$ cat config.mk
export PLATFORM = sky130hd
export DESIGN_NAME = priv_1_12_pmp_fault_capture
export DESIGN_NICKNAME = d
export VERILOG_FILES = /design/src/rtl/priv_1_12_pmp_fault_capture_pkg.sv /design/src/rtl/priv_1_12_pmp_fault_capture.sv
export SDC_FILE = /design/constraint.sdc
export NUM_CORES = 1
export LEC_CHECK = 0
export BUFFER_PORTS_ARGS = -buffer_cell sky130_fd_sc_hd__clkbuf_2
export CAP_MARGIN = 20
export CORE_ASPECT_RATIO = 0.8
export CORE_UTILIZATION = 40
export CTS_CLUSTER_SIZE = 16
export DETAILED_ROUTE_END_ITERATION = 8
export GPL_ROUTABILITY_DRIVEN = 1
export GPL_TIMING_DRIVEN = 1
export MAX_ROUTING_LAYER = met4
export PLACE_DENSITY = 0.75
export SLEW_MARGIN = 20
export SYNTH_ARGS = -nofsm -noshare
export SYNTH_HDL_FRONTEND = slang
export SYNTH_SLANG_ARGS = --single-unit
$ cat constraint.sdc
create_clock -name CLK -period 1.6 [get_ports CLK]
set_input_delay 0.32 -clock CLK [delete_from_list [all_inputs] [get_ports CLK]]
set_output_delay 0.32 -clock CLK [all_outputs]
set_load 0.01 [all_outputs]
$ cat src/rtl/priv_1_12_pmp_fault_capture_pkg.sv
// Machine-mode shared types: access-fault exception codes and the
// fault-capture FSM state encoding.
package priv_1_12_pmp_fault_capture_pkg;

  // mcause exception codes for PMP access faults
  localparam logic [3:0] INSN_ACCESS_FAULT = 4'd1;
  localparam logic [3:0] L_ACCESS_FAULT    = 4'd5;
  localparam logic [3:0] S_ACCESS_FAULT    = 4'd7;

  typedef enum logic [1:0] {
    IDLE    = 2'd0,
    PENDING = 2'd1,
    HOLDOFF = 2'd2
  } pmp_fault_state_t;

  // 8-bit increment that sticks at all-ones instead of wrapping
  function automatic logic [7:0] sat_inc8(input logic [7:0] value);
    return (value == 8'hFF) ? value : value + 8'd1;
  endfunction

endpackage

$ cat src/rtl/priv_1_12_pmp_fault_capture.sv
// PMP fault capture: latches the highest-priority PMP access fault into a
// single pending trap request, holds it until the trap logic acks it, then
// waits one hold-off cycle before accepting another. Faults that cannot be
// captured are counted as drops.
module priv_1_12_pmp_fault_capture
  import priv_1_12_pmp_fault_capture_pkg::*;
(
  input  logic        CLK,
  input  logic        nRST,
  input  logic        pmp_s_fault,
  input  logic        pmp_l_fault,
  input  logic        pmp_i_fault,
  input  logic [31:0] daddr,
  input  logic [31:0] iaddr,
  input  logic        trap_ack,
  input  logic        flush,
  output logic        trap_req,
  output logic [3:0]  trap_cause,
  output logic [31:0] trap_tval,
  output logic [7:0]  fault_count,
  output logic [7:0]  drop_count
);

  pmp_fault_state_t state_reg, state_next;
  logic [3:0]       cause_reg, cause_next;
  logic [31:0]      tval_reg, tval_next;
  logic [7:0]       fault_count_reg, fault_count_next;
  logic [7:0]       drop_count_reg, drop_count_next;
  logic             any_fault;

  assign any_fault = pmp_s_fault | pmp_l_fault | pmp_i_fault;

  // Next-state, capture (store > load > fetch priority) and counter updates
  always_comb begin
    state_next       = state_reg;
    cause_next       = cause_reg;
    tval_next        = tval_reg;
    fault_count_next = fault_count_reg;
    drop_count_next  = drop_count_reg;
    if (flush) begin
      // flush wins over ack and over any fault seen this cycle
      state_next = IDLE;
    end else begin
      case (state_reg)
        IDLE: begin
          if (any_fault) begin
            state_next       = PENDING;
            fault_count_next = sat_inc8(fault_count_reg);
            if (pmp_s_fault) begin
              cause_next = S_ACCESS_FAULT;
              tval_next  = daddr;
            end else if (pmp_l_fault) begin
              cause_next = L_ACCESS_FAULT;
              tval_next  = daddr;
            end else begin
              cause_next = INSN_ACCESS_FAULT;
              tval_next  = iaddr;
            end
          end
        end
        PENDING: begin
          if (any_fault) drop_count_next = sat_inc8(drop_count_reg);
          if (trap_ack)  state_next = HOLDOFF;
        end
        HOLDOFF: begin
          if (any_fault) drop_count_next = sat_inc8(drop_count_reg);
          state_next = IDLE;
        end
        default: state_next = IDLE;
      endcase
    end
  end

  // State and counter registers with synchronous active-low reset
  always_ff @(posedge CLK) begin
    if (!nRST) begin
      state_reg       <= IDLE;
      cause_reg       <= 4'd0;
      tval_reg        <= 32'd0;
      fault_count_reg <= 8'd0;
      drop_count_reg  <= 8'd0;
    end else begin
      state_reg       <= state_next;
      cause_reg       <= cause_next;
      tval_reg        <= tval_next;
      fault_count_reg <= fault_count_next;
      drop_count_reg  <= drop_count_next;
    end
  end

  // Cause/tval are only visible while the request is pending
  assign trap_req    = (state_reg == PENDING);
  assign trap_cause  = trap_req ? cause_reg : 4'd0;
  assign trap_tval   = trap_req ? tval_reg : 32'd0;
  assign fault_count = fault_count_reg;
  assign drop_count  = drop_count_reg;

endmodule

==> results of run 1 <==
[cells by family (layout without fill, tap and decap cells)]
kind of cell	count (synthesis)	count (layout)
compound gates	89	89
xor+xnor	5	5
fa+ha+maj	4	4
buf+inv	34	170
flops	53	53
mux	4	4
other cells	1	1
simple gates	145	145
[timing repair]
| item | 4_1_cts | 5_1_grt |
|---|---|---|
| endpoints found under the setup margin | 42 | 56 |
| hold buffers | 0 | 0 |
| hold endpoints to repair | 0 | 0 |
| setup buffers | 7 | 4 |
| pin swaps | 10 | 16 |
| resized for setup | 19 | 52 |
[power by group through the flow]
| stage | combinational, mW | clock (mW) | sequential, mW |
|---|---|---|---|
| 2_1_floorplan | 0.391 | 0 | 1.48 |
| 3_3_place_gp | 0.620 | 0 | 1.48 |
| 6_report | 0.689 | 0.957 | 1.46 |
| 4_1_cts | 0.664 | 0.987 | 1.45 |
| 3_5_place_dp | 0.632 | 0 | 1.48 |
| 5_1_grt | 0.758 | 1.05 | 1.47 |
[stage by stage]
step                 util  TNS (ps)
finish              0.616      -307
global route        0.616     -2540
CTS                 0.587      -306
detailed placement  0.551      -316
global placement    0.551     -19.7
floorplan               -      -754
[worst paths after layout]
check                     from             end  slack (ps)  cells past startpoint
hold reg to reg   cause_reg[0]    cause_reg[0]         470                      2
hold / removal        iaddr[8]     tval_reg[8]         260                      3
setup reg to reg  state_reg[0]  fault_count[6]         -40                      7
setup / recovery  state_reg[1]   trap_cause[2]         -40                      5
[worst max-delay path: cells and delay by family, from the launching register on]
kind / cells / cell delay [ps]
buffers and inverters: 3 / 320
adders and majority gates: 1 / 170
and+or+nand+nor: 1 / 160
DFF: 1 / 360
[cell type report]
| cell class | count | area [µm²] |
|---|---|---|
| Clock buffer | 6 | 82.6 |
| Clock inverter | 2 | 37.5 |
| Fill cell | 593 | 2520 |
| Inverter | 4 | 20.0 |
| Multi-Input combinational cell | 248 | 1720 |
| Sequential cell | 53 | 1080 |
| Tap cell | 84 | 105 |
| Timing Repair Buffer | 158 | 1010 |
[cell usage after synthesis, drive strengths merged, types with 4 or more instances]
| cell | number | share of area |
|---|---|---|
| dfxtp | 53 | 0.38 |
| nor2 | 44 | 0.059 |
| nand2 | 37 | 0.050 |
| and2 | 36 | 0.081 |
| o21ai | 35 | 0.063 |
| a311oi | 32 | 0.14 |
| clkbuf | 20 | 0.027 |
| a21oi | 12 | 0.021 |
| buf | 10 | 0.030 |
| nand4 | 6 | 0.013 |
| o31ai | 6 | 0.016 |
| or4 | 6 | 0.016 |
| xor2 | 5 | 0.016 |
| ha | 4 | 0.018 |
| inv | 4 | 0.0054 |
| mux2i | 4 | 0.014 |
| nand3 | 4 | 0.0072 |
| or3 | 4 | 0.0090 |
[layer usage]
layer / part of all wire / track usage / wire length, µm / vias to the layer above
met5: 0 / - / 0 / -
met4: 0.0061 / 0.0269 / 47 / 0
met3: 0.054 / 0.0387 / 419 / 6
met2: 0.47 / 0.350 / 3620 / 97
met1: 0.47 / 0.266 / 3630 / 1366
li1: - / - / - / 1456
==> flow_summary_export.csv, run 1 <==
group,metric,value,unit
floorplanning,die_h,76.8,µm
finish,design_area,0.00405,mm²
logic_synthesis,ys_types,32,
logic_synthesis,yosysWarnings,0,
floorplanning,ios,124,
finish,layout-drive-gt1-share,0.482,
worst_setup_path,endpoint_kind,"primary output",
logic_synthesis,synthFlopType,"dfxtp_1",
flow_run,max-cap-violations,0,
detailed_routing,vias_per_cell,5.27,
worst_setup_path,crit_type,"reg2out",
worst_setup_path,crit_path_start_kind,"flip-flop",
logic_synthesis,syn_area_per_cell,8.34,µm²
logic_synthesis,syn_inst,335,
placed_design,hpwlAfterDp,5280,µm
pwr,internal_power,2.26,mW
clock_tree,cts_made_buffers,5,
worst_setup_path,critical_path.max_fanout,17,
timing,hold_violations,0,
worst_setup_path,critPathRequiredTime,1280,ps
finish,diodes,0,
global_route,antenna_found_initial,0,
clock_tree,cts_root_buffer,"clkbuf_8",
logic_synthesis,muxShareOfSynthArea,0.0143,
worst_setup_path,worstPathCellList,"inv_4 -> ha_4 -> buf_8 -> and2_1 -> clkbuf_2",
global_route,grt_overflow_total,0,
finish,layout_common_cells,"111 x clkbuf_2, 43 x nor2_1, 42 x dfxtp_1",
floorplanning,core-area,0.00657,mm²
timing,final.setup_skew,6.19,ps
global_route,grt_pass1_vias,2692,
pwr,power.switching,0.845,mW
placed_design,placed_cells,537,
clock_tree,clk_latency,300,ps
pwr,power_frac_comb,0.222,
timing,rsz0062_at_grt,"true",
detailed_routing,vias,2925,
timing,finalCritPeriodShare,1.03,
worst_setup_path,crit_path_top_delay_cell,"dfxtp_2",
clock_tree,cts_buffer_depth,2,
logic_synthesis,synth_edf_count,0,
logic_synthesis,yosys.area_share.xor_xnor,0.0157,
detailed_routing,routed_wl,7710,µm
finish,layout.cells.non_filler,555,
pwr,seqPwrFrac,0.470,
placed_design,port-buffer-count,122,
logic_synthesis,synth.net_count,410,
logic_synthesis,synth_simple_gate_area_frac,0.253,
timing,final-max-slew-violation-count,0,
placed_design,place_ws,-86.2,ps
worst_setup_path,critPathMaxStageDelay,360,ps
logic_synthesis,ys_seq_area_frac,0.380,
floorplanning,dieArea,0.00733,mm²
detailed_routing,drtPass1Iterations,4,
global_route,grt_max_degree,35,
clock_tree,cts_tree,"yes",
timing,min_period,1640,ps
logic_synthesis,ys_ff_latch,53,
pwr,switching_share,0.272,
timing,setup_violations,26,
finish,largest_register_ffs,32,
logic_synthesis,synthesis.area,0.00280,mm²
min_path,holdCritPathClass,"in2reg",
pwr,power_density,767,mW/mm²
placed_design,place_congestion,0.795,
floorplanning,die_width,95.5,µm
floorplanning,rows,26,
timing,fmax,610,MHz
logic_synthesis,synth_compound_area_frac,0.256,
pwr,max-vdd-ir-drop,0.389,mV
placed_design,placed_cell_area,0.00362,mm²
pwr,p_clk_frac,0.308,
finish,syn_to_final_growth,44.9,%
timing,fin_ws,-40.5,ps
worst_setup_path,crit_arrival,1320,ps
run_status,violations,"negative setup slack",
finish,final_common_cell,"clkbuf_2",
timing,whs,258,ps
global_route,grt_usage,0.209,
global_route,grt_pass1_wl,12100,µm
detailed_routing,initialDrtViolationCount,130,
run_status,outcome,"finished with violations",
logic_synthesis,ys_async_sr_fraction,0,
clock_tree,clk_pin_slew_worst_paths,100,ps
clock_tree,cts_sinks,53,
pwr,fin_total_pwr,3.11,mW
pwr,p_leak,1.72,nW
logic_synthesis,synth_top_family_by_area,"compound AO/OA/AOI/OAI gates",
finish,layout.nets,545,
detailed_routing,drc,0,
detailed_routing,post_drt_wl_per_cell,13.9,µm
detailed_routing,antenna_left,0,
floorplanning,initial_utilization,0.425,
logic_synthesis,synthAdderAreaFrac,0.0179,
clock_tree,h-tree-depth,2,
No activity file was read; power rests on OpenSTA's default activity.
==> run 2, diff against run 1 <==
--- a/config.mk
+++ b/config.mk
@@ -5,16 +5,16 @@
 export SDC_FILE = /design/constraint.sdc
 export NUM_CORES = 1
 export LEC_CHECK = 0
+export ABC_AREA = 1
 export BUFFER_PORTS_ARGS = -buffer_cell sky130_fd_sc_hd__clkbuf_2
 export CAP_MARGIN = 20
-export CORE_ASPECT_RATIO = 0.8
 export CORE_UTILIZATION = 40
 export CTS_CLUSTER_SIZE = 16
 export DETAILED_ROUTE_END_ITERATION = 8
 export GPL_ROUTABILITY_DRIVEN = 1
 export GPL_TIMING_DRIVEN = 1
 export MAX_ROUTING_LAYER = met4
-export PLACE_DENSITY = 0.75
+export PLACE_DENSITY = 0.74
 export SLEW_MARGIN = 20
 export SYNTH_ARGS = -nofsm -noshare
 export SYNTH_HDL_FRONTEND = slang
==> run 2 against run 1 <==
  * The flow still finishes with violations (negative setup slack)
  * Final cell count rose by 26%
  * Worst setup slack improved by 27 ps
  * Sequential power barely moved
  * Critical path depth grew 1
  * Synthesized area is 5.3% higher
  * Die area rose by 5.2%
  * Register-to-register slack gained 150 ps
  * Wire length decreased by 1.2%
  * Fmax is 1.6% higher
  * Sequential cell count stayed put
  * Largest power group unchanged
  * Highest routed layer unchanged
==> flow_summary_export.csv, run 2 <==
group,metric,value,unit
timing,final.setup_skew,6.65,ps
global_route,grt_pass1_vias,2922,
flow_run,max-cap-violations,0,
timing,setup_violations,3,
detailed_routing,vias_per_cell,4.65,
clock_tree,h-tree-depth,2,
finish,syn_to_final_growth,32.0,%
detailed_routing,antenna_left,0,
floorplanning,rows,30,
logic_synthesis,synth_area_leaders,"dfxtp_1 36%, nand2_1 27%, a21oi_1 7.3%, o21ai_0 6.5%, inv_1 6.2%",
floorplanning,die_h,87.8,µm
pwr,seqPwrFrac,0.489,
logic_synthesis,post-synth-top-count-cell,"nand2_1",
global_route,grt_usage,0.204,
pwr,p_clk_frac,0.322,
logic_synthesis,synthesis.area,0.00294,mm²
timing,fin_ws,-13.9,ps
worst_setup_path,endpoint_kind,"primary output",
floorplanning,initial_utilization,0.424,
finish,largest_register_ffs,32,
global_route,grt_max_degree,37,
detailed_routing,vias,3266,
detailed_routing,post_drt_wl_per_cell,10.9,µm
clock_tree,clk_latency,310,ps
timing,setup_tns,-20.9,ps
detailed_routing,initialDrtViolationCount,99,
logic_synthesis,synth.net_count,563,
run_status,outcome,"finished with violations",
logic_synthesis,synthFlopType,"dfxtp_1",
logic_synthesis,ys_async_sr_fraction,0,
run_status,violations,"negative setup slack",
logic_synthesis,yosysWarnings,0,
pwr,p_leak,2.12,nW
pwr,power.switching,0.821,mW
global_route,grt_pass1_wl,12200,µm
finish,layout_common_cells,"210 x nand2_1, 89 x clkbuf_2, 50 x dfxtp_1",
finish,post-route-util,0.560,
worst_setup_path,critPathRequiredTime,1280,ps
logic_synthesis,synthTopCellsByCount,"215 x nand2_1, 53 x dfxtp_1, 49 x inv_1, 43 x a21oi_1, 38 x o21ai_0",
pwr,max-vdd-ir-drop,0.385,mV
logic_synthesis,ys_seq_area_frac,0.360,
min_path,holdCritPathClass,"in2reg",
worst_setup_path,crit_type,"reg2out",
clock_tree,cts_tree,"yes",
placed_design,place_congestion,0.877,
placed_design,place_ws,153,ps
finish,layout-drive-gt1-share,0.276,
clock_tree,cts_root_buffer,"clkbuf_8",
placed_design,hpwlAfterDp,5630,µm
floorplanning,dieArea,0.00771,mm²
floorplanning,core-area,0.00694,mm²
finish,final_common_cell,"nand2_1",
worst_setup_path,crit_arrival,1290,ps
timing,rsz0062_at_grt,"true",
clock_tree,cts_buffer_depth,2,
detailed_routing,drc,0,
clock_tree,clk_pin_slew_worst_paths,100,ps
pwr,power_frac_comb,0.189,
finish,nFillCells,701,
logic_synthesis,synth_edf_count,0,
pwr,fin_total_pwr,2.96,mW
logic_synthesis,ys_types,23,
finish,layout.nets,680,
detailed_routing,drtPass1Iterations,4,
logic_synthesis,yosysTopAreaCell,"dfxtp_1",
timing,final-max-slew-violation-count,0,
pwr,internal_power,2.14,mW
finish,diodes,0,
placed_design,port-buffer-count,122,
clock_tree,cts_made_buffers,5,
worst_setup_path,critical_path.max_fanout,17,
global_route,grt_overflow_total,0,
logic_synthesis,syn_inst,488,
floorplanning,die_width,87.8,µm
timing,hold_violations,0,
clock_tree,cts_sinks,53,
logic_synthesis,ys_ff_latch,53,
timing,fmax,620,MHz
pwr,power_density,763,mW/mm²
pwr,switching_share,0.277,
timing,finalCritPeriodShare,1.01,
worst_setup_path,crit_path_start_kind,"flip-flop",
logic_synthesis,syn_area_per_cell,6.03,µm²
global_route,antenna_found_initial,0,
timing,min_period,1610,ps
detailed_routing,routed_wl,7620,µm
floorplanning,ios,124,
logic_synthesis,synth_top_area_frac,0.360,
[run 2: layout make-up]
cell class              count  area (µm²)  share of cell area
clock buffers               6        82.6              0.0212
inverters                  50         193              0.0496
multi-input cells         360        1600               0.412
flip-flops and latches     53        1060               0.274
well taps                  96         120              0.0309
clock inverters             2        37.5             0.00966
repair buffers            135         788               0.203
[run 2: power groups by stage]
stage          clock network [mW]  logic [mW]  registers, mW
2_1_floorplan                   0       0.337           1.47
3_3_place_gp                    0       0.521           1.47
3_5_place_dp                    0       0.535           1.47
4_1_cts                     0.978       0.549           1.45
5_1_grt                      1.04       0.633           1.46
6_report                    0.953       0.561           1.45
[run 2: kinds of logic after synthesis]
logic type	Yosys count	share of synthesized area
buf+inv	75	0.108
fa+ha+maj	4	0.0170
flops	53	0.360
xor+xnor	5	0.0149
simple gates	268	0.358
other cells	1	0.00127
compound gates	82	0.140
[run 2: final timing paths]
| path | start | end | slack, ps | depth (start not counted) |
|---|---|---|---|---|
| setup reg to reg | state_reg[0] | drop_count[7] | 110 | 6 |
| setup / recovery | state_reg[1] | trap_tval[18] | -10 | 6 |
| hold reg to reg | tval_reg[11] | tval_reg[11] | 470 | 2 |
| hold / removal | nRST | fault_count[0] | 250 | 3 |
[run 2: critical path, stage by stage, from the launching register on]
cell,delay (ps)
dfxtp_2,330
inv_2,80
ha_4,170
buf_12,150
nand2_1,70
inv_1,70
buf_2,120
[run 2: per-stage QoR]
| step | hold WS, ps | instances | instance area (µm²) |
|---|---|---|---|
| 3_3_place_gp | 452 | 693 | 3640 |
| 3_5_place_dp | 456 | 693 | 3640 |
| 5_1_grt | 234 | 702 | 3890 |
| 2_1_floorplan | 441 | 488 | 2940 |
| 4_1_cts | 248 | 701 | 3790 |
| 6_report | 247 | 702 | 3890 |
[run 2: layer usage]
| metal | vias to the layer above | wire length [µm] | global-route usage | part of all wire |
|---|---|---|---|---|
| met5 | - | 0 | - | 0 |
| met4 | 0 | 50 | 0.0417 | 0.0066 |
| met2 | 97 | 3650 | 0.354 | 0.48 |
| li1 | 1724 | - | - | - |
| met1 | 1438 | 3550 | 0.241 | 0.47 |
| met3 | 7 | 365 | 0.0434 | 0.048 |
[run 2: repair_timing]
action	4_1_cts	5_1_grt
hold buffers	0	0
setup buffers	0	1
pin swaps	0	0
setup endpoints to repair	36	41
gates resized for setup	9	60
